### src/rtl/calculator_pkg.sv
// Shared parameters, FSM state encoding and the write-data masking helper
// for the calculator datapath.
package calculator_pkg;

  localparam int DATA_W        = 32;
  localparam int MEM_WORD_SIZE = 2 * DATA_W;
  localparam int ADDR_W        = 10;

  localparam logic [ADDR_W-1:0] ADDR_ONE = ADDR_W'(1);
  localparam logic [ADDR_W:0]   WCNT_ONE = (ADDR_W + 1)'(1);

  typedef enum logic [2:0] {
    IDLE  = 3'd0,
    READ  = 3'd1,
    ADD   = 3'd2,
    WRITE = 3'd3,
    DONE  = 3'd4
  } calc_state_t;

  // An odd final word leaves the upper buffer half stale, so it is forced to zero.
  function automatic logic [MEM_WORD_SIZE-1:0] mask_upper(
    input logic [MEM_WORD_SIZE-1:0] word,
    input logic                     keep_upper
  );
    return keep_upper ? word : {{DATA_W{1'b0}}, word[DATA_W-1:0]};
  endfunction

endpackage

### src/rtl/calc_controller.sv
// Sequencer: reads operand words, feeds the adder, steers sums into result_buffer
// and writes filled buffers back. Optional macro CALC_CTRL_WORD_COUNT_EN adds words_written_o.
module calc_controller
  import calculator_pkg::*;
(
  input  logic                     clk_i,
  input  logic                     rst_i,
  input  logic                     start_i,
  input  logic [ADDR_W-1:0]        read_start_addr_i,
  input  logic [ADDR_W-1:0]        read_end_addr_i,
  input  logic [ADDR_W-1:0]        write_start_addr_i,
  output logic                     mem_re_o,
  output logic                     mem_we_o,
  output logic [ADDR_W-1:0]        mem_addr_o,
  input  logic [MEM_WORD_SIZE-1:0] mem_rdata_i,
  output logic [MEM_WORD_SIZE-1:0] mem_wdata_o,
  output logic [DATA_W-1:0]        op_a_o,
  output logic [DATA_W-1:0]        op_b_o,
  output logic                     loc_sel_o,
  input  logic [MEM_WORD_SIZE-1:0] buffer_i,
  output logic                     busy_o,
  output logic                     done_o
`ifdef CALC_CTRL_WORD_COUNT_EN
  ,
  output logic [ADDR_W:0]          words_written_o
`endif
);

  calc_state_t       r_state;
  logic [ADDR_W-1:0] r_rd_ptr;
  logic [ADDR_W-1:0] r_wr_ptr;
  logic [ADDR_W-1:0] r_end_addr;
  logic              r_half;
  logic              r_mem_re;
  logic              r_mem_we;
  logic [ADDR_W-1:0] r_mem_addr;
  logic              r_loc_sel;
  logic              r_busy;
  logic              r_done;
`ifdef CALC_CTRL_WORD_COUNT_EN
  logic [ADDR_W:0]   r_words;
`endif

  logic w_in_add;
  logic w_in_write;

  assign w_in_add   = (r_state == ADD);
  assign w_in_write = (r_state == WRITE);

  // Read data and buffer contents are only valid inside their own state, so these pass straight through.
  assign op_a_o      = w_in_add   ? mem_rdata_i[DATA_W-1:0]            : {DATA_W{1'b0}};
  assign op_b_o      = w_in_add   ? mem_rdata_i[MEM_WORD_SIZE-1:DATA_W] : {DATA_W{1'b0}};
  assign mem_wdata_o = w_in_write ? mask_upper(buffer_i, r_half)        : {MEM_WORD_SIZE{1'b0}};

  assign mem_re_o   = r_mem_re;
  assign mem_we_o   = r_mem_we;
  assign mem_addr_o = r_mem_addr;
  assign loc_sel_o  = r_loc_sel;
  assign busy_o     = r_busy;
  assign done_o     = r_done;
`ifdef CALC_CTRL_WORD_COUNT_EN
  assign words_written_o = r_words;
`endif

  // Control outputs are computed for the state being entered so they come straight from flops.
  always_ff @(posedge clk_i) begin
    if (rst_i) begin
      r_state    <= IDLE;
      r_rd_ptr   <= {ADDR_W{1'b0}};
      r_wr_ptr   <= {ADDR_W{1'b0}};
      r_end_addr <= {ADDR_W{1'b0}};
      r_half     <= 1'b0;
      r_mem_re   <= 1'b0;
      r_mem_we   <= 1'b0;
      r_mem_addr <= {ADDR_W{1'b0}};
      r_loc_sel  <= 1'b0;
      r_busy     <= 1'b0;
      r_done     <= 1'b0;
`ifdef CALC_CTRL_WORD_COUNT_EN
      r_words    <= {(ADDR_W + 1){1'b0}};
`endif
    end else begin
      r_mem_re <= 1'b0;
      r_mem_we <= 1'b0;
      r_done   <= 1'b0;
      case (r_state)
        IDLE: begin
          if (start_i) begin
            r_rd_ptr   <= read_start_addr_i;
            r_wr_ptr   <= write_start_addr_i;
            r_end_addr <= read_end_addr_i;
            r_half     <= 1'b0;
            r_busy     <= 1'b1;
`ifdef CALC_CTRL_WORD_COUNT_EN
            r_words    <= {(ADDR_W + 1){1'b0}};
`endif
            if (read_end_addr_i < read_start_addr_i) begin
              r_state <= DONE;
              r_done  <= 1'b1;
            end else begin
              r_state    <= READ;
              r_mem_re   <= 1'b1;
              r_mem_addr <= read_start_addr_i;
            end
          end
        end
        READ: begin
          r_state   <= ADD;
          r_loc_sel <= r_half;
        end
        ADD: begin
          if (!r_half && (r_rd_ptr != r_end_addr)) begin
            r_half     <= 1'b1;
            r_rd_ptr   <= r_rd_ptr + ADDR_ONE;
            r_state    <= READ;
            r_mem_re   <= 1'b1;
            r_mem_addr <= r_rd_ptr + ADDR_ONE;
          end else begin
            r_state    <= WRITE;
            r_mem_we   <= 1'b1;
            r_mem_addr <= r_wr_ptr;
          end
        end
        WRITE: begin
          r_wr_ptr <= r_wr_ptr + ADDR_ONE;
          r_half   <= 1'b0;
`ifdef CALC_CTRL_WORD_COUNT_EN
          r_words  <= r_words + WCNT_ONE;
`endif
          if (r_rd_ptr == r_end_addr) begin
            r_state <= DONE;
            r_done  <= 1'b1;
          end else begin
            r_rd_ptr   <= r_rd_ptr + ADDR_ONE;
            r_state    <= READ;
            r_mem_re   <= 1'b1;
            r_mem_addr <= r_rd_ptr + ADDR_ONE;
          end
        end
        DONE: begin
          r_state <= IDLE;
          r_busy  <= 1'b0;
        end
        default: begin
          r_state <= IDLE;
          r_busy  <= 1'b0;
        end
      endcase
    end
  end

endmodule
### config.mk
export PLATFORM = sky130hd
export DESIGN_NAME = calc_controller
export DESIGN_NICKNAME = d
export VERILOG_FILES = /design/src/rtl/calculator_pkg.sv /design/src/rtl/calc_controller.sv
export SDC_FILE = /design/constraint.sdc
export NUM_CORES = 1
export LEC_CHECK = 0
export ABC_CLOCK_PERIOD_IN_PS = 5670
export CORE_ASPECT_RATIO = 0.9
export CORE_MARGIN = 2
export CORE_UTILIZATION = 30
export CTS_CLUSTER_DIAMETER = 80
export DETAILED_ROUTE_END_ITERATION = 6
export PLACE_DENSITY_LB_ADDON = 0.12
export SYNTH_ARGS = -nofsm -noshare
export SYNTH_HDL_FRONTEND = slang
export SYNTH_SLANG_ARGS = --single-unit
### constraint.sdc
create_clock -name clk_i -period 5.67 [get_ports clk_i]
set_input_delay 0.567 -clock clk_i [delete_from_list [all_inputs] [get_ports clk_i]]
set_output_delay 0.567 -clock clk_i [all_outputs]
set_load 0.01 [all_outputs]
=== Word level (Yosys, flattened, before mapping) ===
Index checks and enable logic that the tools add are counted.

* Flip-flop bits (word level): 49
* Bits of input ports: 161
* Output and inout port bits: 143
* Logic and storage cells: 72

* Add/sub/neg operators: 2
* Order comparisons: 1
* Equality and inequality tests: 9
* Multiplexer cells: 34
* Bitwise gates (word level): 2
* Reductions and logical operators: 13

{| class="wikitable"
|+ Operator list
! cell !! count
|-
| 2-to-1 mux 64 bit || 2
|-
| 2-to-1 mux 10 bit || 7
|-
| 2-to-1 mux 32 bit || 2
|-
| one-hot mux 10 bit (3 select lines) || 2
|-
| adder 10 x 1 -> 10 bit, second input constant || 2
|-
| one-hot mux 10 bit (2 select lines) || 1
|-
| one-hot mux 3 bit (4 select lines) || 1
|-
| 2-to-1 mux 1 bit || 11
|-
| equality test 10 bit || 1
|-
| less-than comparator 10 bit || 1
|-
| inequality test 10 bit || 1
|-
| 2-to-1 mux 3 bit || 3
|-
| AND reduction 4 bit || 2
|-
| equality test 3 x 2 -> 1 bit, second input constant || 2
|-
| inequality test 2 bit, second input constant || 3
|-
| one-hot mux 1 bit (3 select lines) || 2
|-
| AND reduction 2 bit || 3
|-
| one-hot mux 1 bit (2 select lines) || 2
|-
| equality test 3 x 1 -> 1 bit, second input constant || 1
|-
| logical NOT 3 bit || 1
|-
| AND reduction 3 bit || 1
|-
| nonzero test 3 bit || 1
|-
| OR reduction 3 bit || 1
|-
| 2-to-1 mux 2 bit || 1
|-
| other kinds (6) || 7
|}

=== Longest topological paths before layout ===
Gate-level depths: netlist of run 1.

* Word-level depth: 4
* Gate-level depth with buffers: 9
* Depth with buffers taken out: 8

=== Worst setup path after synthesis of run 1 ===
OpenSTA, ideal clock, no wires.

* Path type: in2reg
* Start: input port read_start_addr_i[5]
* End: register r_mem_addr[8] (netlist: mem_addr_o[8])
* Library setup time: 0.119 ns
* Arrival time: 2.106 ns
* Data required time: 5.551 ns
* Path slack: 3.445 ns
* Cell stages on the path: 9
* Buffers on the path: 1
* Path through: inv_1 ha_1 and3_1 a221oi_1 or2_2 nand4_1 and2_1 buf_6 o221a_1

* Longest elaborated chain between the ends: 3

{| class="wikitable"
|+ Ends and longest elaborated chain
! element !! line !! text
|-
| start: declaration || calc_controller.sv:9 || <nowiki>input logic [ADDR_W-1:0] read_start_addr_i,</nowiki>
|-
| less-than comparator 10 bit || calc_controller.sv:97 || <nowiki>if (read_end_addr_i < read_start_addr_i) begin</nowiki>
|-
| inequality test 2 bit (no source line) || n/a ||
|-
| AND reduction 4 bit (no source line) || n/a ||
|-
| end signal: assignment || calc_controller.sv:103 || <nowiki>r_mem_addr <= read_start_addr_i;</nowiki>
|-
| end signal: assignment || calc_controller.sv:117 || <nowiki>r_mem_addr <= r_rd_ptr + ADDR_ONE;</nowiki>
|-
| end signal: assignment || calc_controller.sv:121 || <nowiki>r_mem_addr <= r_wr_ptr;</nowiki>
|-
| end: declaration || calc_controller.sv:36 || <nowiki>logic [ADDR_W-1:0] r_mem_addr;</nowiki>
|}

Every way passes these cells.
A chain may end at the register's enable or synchronous reset.

=== Worst setup path in the final report of run 1 ===
* Start: register r_state[0]
* End: output port op_b_o[1]

* Longest elaborated chain between the ends: 2

{| class="wikitable"
|+ Ends and longest elaborated chain
! element !! line !! text
|-
| start: declaration || calc_controller.sv:29 || <nowiki>calc_state_t r_state;</nowiki>
|-
| start signal: assignment || calc_controller.sv:68 || <nowiki>r_state <= IDLE;</nowiki>
|-
| start signal: assignment || calc_controller.sv:98 || <nowiki>r_state <= DONE;</nowiki>
|-
| start signal: assignment || calc_controller.sv:101 || <nowiki>r_state <= READ;</nowiki>
|-
| equality test 3 x 2 -> 1 bit || calc_controller.sv:47 || <nowiki>assign w_in_add = (r_state == ADD);</nowiki>
|-
| 2-to-1 mux 32 bit || calc_controller.sv:52 || <nowiki>assign op_b_o = w_in_add ? mem_rdata_i[MEM_WORD_SIZE-1:DATA_W] : {DATA_W{1'b0}};</nowiki>
|-
| end: declaration || calc_controller.sv:18 || <nowiki>output logic [DATA_W-1:0] op_b_o,</nowiki>
|}

Every way passes these cells.

==> results.sh, run 1 <==
export IMPL_antenna_found_initial=0
export IMPL_clockRootBuffer="clkbuf_16"
export IMPL_cts_tree="done"
export IMPL_ios=304
export IMPL_syn_area_um2=3791
export IMPL_fin_area_um2=7038
export IMPL_ys_types=57
export IMPL_firstDrtPassIters=4
export IMPL_fmax_mhz=281.1
export IMPL_vias=4703
export IMPL_grt_max_degree=72
export IMPL_final_cell_mix="clkdlybuf4s50_1, and3_1, and2_1"
export IMPL_die_area_um2=13550
export IMPL_area_growth_pct=85.64
export IMPL_slew_violations=0
export IMPL_clk_latency_ns=0.29
export IMPL_diodes=0
export IMPL_final_layout_size_suffix_gt1_share_pct=4.103
export IMPL_slew_headroom_pct=16.79
export IMPL_port_buffers=303
export IMPL_period_share_pct=62.73
export IMPL_hold_violations=0
export IMPL_place_inst=932
export IMPL_final_cells=940
export IMPL_drc=0
export IMPL_ys_flop_type="dfxtp_1"
export IMPL_reg2reg_from="r_state[0]$_SDFFE_PP0P_"
export IMPL_maxCapViolCount=0
export IMPL_cts_sinks=49
export IMPL_cp_end_kind="output port"
export IMPL_nNetsFinal=951
export IMPL_crit_type="flip-flop to output port"
export IMPL_r2r_slack_ns=2.65
export IMPL_tightest_slew_ns=1.235
export IMPL_rr_endpoint="mem_addr_o[5]$_SDFFE_PP0P_"
export IMPL_startpoint_type="flip-flop"
export IMPL_grt_ovfl_total=0
export IMPL_gp_congestion=0.8710
export IMPL_post_place_ws_ns=2.250
export IMPL_hold_worst_slack_ns=0.4702
export IMPL_ctsResizeCount=0
export IMPL_cts_max_level=2
export IMPL_core_um2=12170
export IMPL_required_ns=5.10
export IMPL_grt_pass1_vias=4612
export IMPL_rsz0062_at_grt="no"
export IMPL_synth_edf_count=0
export IMPL_seq_area_frac_synth_pct=25.87
export IMPL_vias_per_cell=5.003
export IMPL_worst_slack_ns=2.113
export IMPL_avgSynthCellArea_um2=7.419
export IMPL_cts_buffer_depth=2
export IMPL_track_usage_pct=24.40
export IMPL_crit_fanout=71
export IMPL_critPathArrivalTime_ns=2.99
export IMPL_holdPathStages=2
export IMPL_utilization_pct=57.82
export IMPL_irDropWorstVdd_uv=150.4
export IMPL_crit_start="r_state[0]$_SDFFE_PP0P_"
export IMPL_wl_per_cell_um=18.13
export IMPL_setup_viol=0
export IMPL_cts_setup_buffers=0
export IMPL_initial_core_util_pct=31.15
export IMPL_min_period_ns=3.557
export IMPL_tns_ns=0
export IMPL_synthCells=511
export IMPL_hold_buffers=0
export IMPL_hold_path_class="flip-flop to flip-flop"
export IMPL_p_leak_nw=2.827
export IMPL_rows=38
export IMPL_wirelength_mm=17.04
export IMPL_layout_commonest_cell="clkdlybuf4s50_1"
export IMPL_crit_end="op_b_o[1]"
export IMPL_ys_warn_count=0
export IMPL_clk_pin_slew_worst_paths_ns=0.07
export IMPL_power_density_nw_per_um2=185.9
export IMPL_dieWidth_um=122.5
export IMPL_ff2ff_path_depth=4
export IMPL_power_mw=1.308
export IMPL_num_fill_cells=1130
export IMPL_syn_nets=683
export IMPL_cts_buffers_inserted=5
export IMPL_status="complete, no violations"
export IMPL_drt_initial_drc_count=341
export IMPL_synthArstFlopShare_pct=0
export IMPL_ant_nets=0
export IMPL_die_height_um=110.6
export IMPL_skew_ns=0.006905
export IMPL_grt_pass1_wl_mm=26.01
export IMPL_dp_hpwl_mm=13.82
export IMPL_postSynthRegisterBits=49
export IMPL_placed_cell_area_um2=6867
synthesized netlist by cell type, types with 3 or more instances:
master	count	area, um^2
a211oi_2	3	37.54
o21ai_0	6	30.03
nand3_1	6	30.03
a211oi_1	11	82.58
buf_2	8	40.04
a311oi_1	10	87.58
a2111oi_0	3	26.28
a221oi_1	3	26.28
nor4_1	5	31.28
dfxtp_1	49	980.9
a21o_1	3	22.52
ha_1	11	137.6
nor3_1	12	60.06
nor2_1	37	138.9
inv_1	12	45.04
nand2b_1	3	18.77
and2_1	70	437.9
clkbuf_1	35	131.4
o21a_1	4	30.03
nand4_1	4	25.02
xnor2_1	13	113.9
o21ai_1	6	30.03
and3_1	72	450.4
nand2_1	45	168.9
a21oi_1	40	200.2
cell type report:
| class | instances | area (um^2) | share of cell area [%] |
|---|---|---|---|
| repair buffers | 309 | 3078 | 43.73 |
| multi-input cells | 402 | 2562 | 36.41 |
| flip-flops and latches | 49 | 980.9 | 13.94 |
| well taps | 160 | 200.2 | 2.844 |
| clock buffers | 5 | 125.1 | 1.778 |
| clock inverters | 3 | 46.29 | 0.6578 |
| inverters | 12 | 45.04 | 0.6400 |
power by group:
group	internal, mW	switching, mW
clock network	0.209	0.135
logic	0.268	0.240
registers	0.393	0.0644
registers in the layout (all words and copies together) (netlist names):
name	count
mem_re_o	1
busy_o	1
r_rd_ptr	10
mem_we_o	1
loc_sel_o	1
r_state	3
r_wr_ptr	10
r_end_addr	10
r_half	1
mem_addr_o	10
done_o	1
worst min-delay path by stage:
stage / startpoint / to / slack (ns)
6_report: r_end_addr[3]$_SDFFE_PP0P_ / r_end_addr[3]$_SDFFE_PP0P_ / 0.47
5_1_grt: r_end_addr[3]$_SDFFE_PP0P_ / r_end_addr[3]$_SDFFE_PP0P_ / 0.50
3_5_place_dp: r_end_addr[8]$_SDFFE_PP0P_ / r_end_addr[8]$_SDFFE_PP0P_ / 0.46
3_3_place_gp: r_end_addr[7]$_SDFFE_PP0P_ / r_end_addr[7]$_SDFFE_PP0P_ / 0.46
2_1_floorplan: r_end_addr[5]$_SDFFE_PP0P_ / r_end_addr[5]$_SDFFE_PP0P_ / 0.45
4_1_cts: r_end_addr[8]$_SDFFE_PP0P_ / r_end_addr[8]$_SDFFE_PP0P_ / 0.47
cell families (layout without fill, tap and decap cells):
| logic type | after synthesis | after routing | synth area share [%] |
|---|---|---|---|
| buffers and inverters | 60 | 329 | 6.798 |
| adders and majority gates | 11 | 11 | 3.630 |
| DFF | 49 | 49 | 25.87 |
| muxes | 2 | 2 | 0.5281 |
| xor gates and xnor gates | 16 | 16 | 3.895 |
| and+or+nand+nor | 269 | 269 | 39.74 |
| AOI/OAI and AO/OA | 104 | 104 | 19.54 |
worst max-delay path, stage by stage (launching register included):
cell and delay [ns]:
dfxtp_1 0.62, buf_4 0.37, nor2_4 0.83, and2_1 0.30, clkdlybuf4s50_1 0.56
metal layers:
metal	wire length, um	part of all wire, %	GRT usage, %
met1	6422	38	27.78
met4	278	1.6	5.287
met3	1150	6.7	4.236
met2	9188	54	46.44
met5	0	0	0
Note: power is estimated with default switching activity, not from simulation.
==> run 2, diff against run 1 <==
--- a/config.mk
+++ b/config.mk
@@ -5,7 +5,7 @@
 export SDC_FILE = /design/constraint.sdc
 export NUM_CORES = 1
 export LEC_CHECK = 0
-export ABC_CLOCK_PERIOD_IN_PS = 5670
+export ABC_CLOCK_PERIOD_IN_PS = 3700
 export CORE_ASPECT_RATIO = 0.9
 export CORE_MARGIN = 2
 export CORE_UTILIZATION = 30
==> constraint.sdc (replaced) <==
create_clock -name clk_i -period 3.7 [get_ports clk_i]
set_input_delay 0.37 -clock clk_i [delete_from_list [all_inputs] [get_ports clk_i]]
set_output_delay 0.37 -clock clk_i [all_outputs]
set_load 0.01 [all_outputs]
==> run 2 against run 1 <==
Net effect:
- cell area up 0.85%
- sequential power increased by 51%
- routed wire length up 1.9%
- final cell count rose by 0.85%
- worst setup slack got worse by 1.4 ns
- global-route usage rose by 0.14 points
- critical path depth did not move
- combinational power up 59%
- highest routed layer unchanged
==> results.sh, run 2 (synthesis gave the netlist of run 1 again) <==
export IMPL_share_seq_of_total_power_pct=34.0
export IMPL_die_area_um2=13550
export IMPL_maxCapViolCount=0
export IMPL_required_ns=3.33
export IMPL_p_comb_share_pct=39.9
export IMPL_drt_initial_drc_count=399
export IMPL_hold_violations=0
export IMPL_num_fill_cells=1142
export IMPL_nNetsFinal=959
export IMPL_dieWidth_um=122.5
export IMPL_final_cell_mix="clkdlybuf4s50_1, and3_1, and2_1"
export IMPL_clockPowerShare_pct=26.2
export IMPL_power_density_nw_per_um2=286.2
export IMPL_crit_fanout=33
export IMPL_area_growth_pct=87.23
export IMPL_vias_per_cell=5.117
export IMPL_grt_pass1_wl_mm=26.03
export IMPL_status="complete, no violations"
export IMPL_firstDrtPassIters=5
export IMPL_cts_sinks=49
export IMPL_slew_headroom_pct=27.68
export IMPL_fmax_mhz=335.7
export IMPL_dp_hpwl_mm=14.15
export IMPL_slew_violations=0
export IMPL_startpoint_type="flip-flop"
export IMPL_initial_core_util_pct=31.15
export IMPL_irDropWorstVdd_uv=240.2
export IMPL_core_um2=12170
export IMPL_tns_ns=0
export IMPL_ant_nets=0
export IMPL_ios=304
export IMPL_drc=0
export IMPL_cts_buffers_inserted=5
export IMPL_crit_type="flip-flop to output port"
export IMPL_track_usage_pct=24.54
export IMPL_power_mw=2.031
export IMPL_grt_max_degree=53
export IMPL_wl_per_cell_um=18.31
export IMPL_tightest_slew_ns=1.081
export IMPL_hold_path_class="flip-flop to flip-flop"
export IMPL_cts_setup_buffers=0
export IMPL_cp_end_kind="output port"
export IMPL_switching_share_pct=33.76
export IMPL_setup_viol=0
export IMPL_antenna_found_initial=0
export IMPL_layout_commonest_cell="clkdlybuf4s50_1"
export IMPL_clk_latency_ns=0.29
export IMPL_grt_pass1_vias=4656
export IMPL_vias=4851
export IMPL_period_share_pct=80.52
export IMPL_die_height_um=110.6
export IMPL_final_layout_size_suffix_gt1_share_pct=5.076
export IMPL_clk_pin_slew_worst_paths_ns=0.07
export IMPL_final_cells=948
export IMPL_cts_tree="done"
export IMPL_skew_ns=0.006049
export IMPL_cts_max_level=2
export IMPL_rows=38
export IMPL_grt_ovfl_total=0
export IMPL_wirelength_mm=17.36
export IMPL_ctsResizeCount=0
export IMPL_min_period_ns=2.979
export IMPL_port_buffers=303
export IMPL_diodes=0
export IMPL_gp_congestion=0.8770
export IMPL_cts_buffer_depth=2
export IMPL_critPathArrivalTime_ns=2.61
export IMPL_hold_buffers=0
export IMPL_rsz0062_at_grt="no"
export IMPL_p_leak_nw=2.867
export IMPL_clockRootBuffer="clkbuf_16"
export IMPL_place_inst=940
export IMPL_p_int_mw=1.346
export IMPL_p_sw_mw=0.6858
[run 2: cell types whose count changed in the layout (fill, tap and decap cells not counted)]
cell / delta
buf_4: +8
[run 2: path summary, 6_finish.rpt]
check	cells after the start	end	startpoint	slack [ns]
max	4	mem_wdata_o[53]	r_state[1]$_SDFFE_PP0P_	0.72
min	2	r_end_addr[9]$_SDFFE_PP0P_	r_end_addr[9]$_SDFFE_PP0P_	0.48
min reg2reg	2	r_end_addr[9]$_SDFFE_PP0P_	r_end_addr[9]$_SDFFE_PP0P_	0.48
max reg2reg	6	mem_addr_o[8]$_SDFFE_PP0P_	r_state[1]$_SDFFE_PP0P_	0.99
[run 2: critical path, cell delays in order (launching register included)]
cell	delay, ns
dfxtp_1	0.53
nor2b_2	0.22
and2_1	0.73
and3_1	0.28
clkdlybuf4s50_1	0.56
[run 2: metal layers]
metal / GRT usage (%) / wire [um]
met1: 28.85 / 6622
met4: 6.130 / 314
met5: 0 / 0
met3: 4.184 / 1254
met2: 45.30 / 9164
[run 2: through the flow]
stage	area, um^2	worst slack [ns]	hold slack (ns)	util (%)
6_report	7098	0.7208	0.4760	58.32
5_1_grt	7098	0.4290	0.5007	58.32
4_1_cts	7098	0.7012	0.4768	58.32
3_5_place_dp	6927	0.8198	0.4672	56.91
3_3_place_gp	6927	0.8638	0.4606	56.91
2_1_floorplan	3791	1.672	0.4488	-
[run 2: final cells by class]
type	instances	area [um^2]	share of cell area (%)
repair buffers	317	3138	44.21
multi-input cells	402	2562	36.10
flip-flops and latches	49	980.9	13.82
well taps	160	200.2	2.820
clock buffers	5	125.1	1.763
clock inverters	3	46.29	0.6522
inverters	12	45.04	0.6346
[run 2: power groups by stage]
| stage | registers [mW] | logic (mW) | clock network (mW) |
|---|---|---|---|
| 2_1_floorplan | 0.673 | 0.427 | 0 |
| 3_3_place_gp | 0.695 | 0.788 | 0 |
| 3_5_place_dp | 0.699 | 0.805 | 0 |
| 4_1_cts | 0.687 | 0.808 | 0.535 |
| 5_1_grt | 0.700 | 0.877 | 0.568 |
| 6_report | 0.690 | 0.810 | 0.531 |
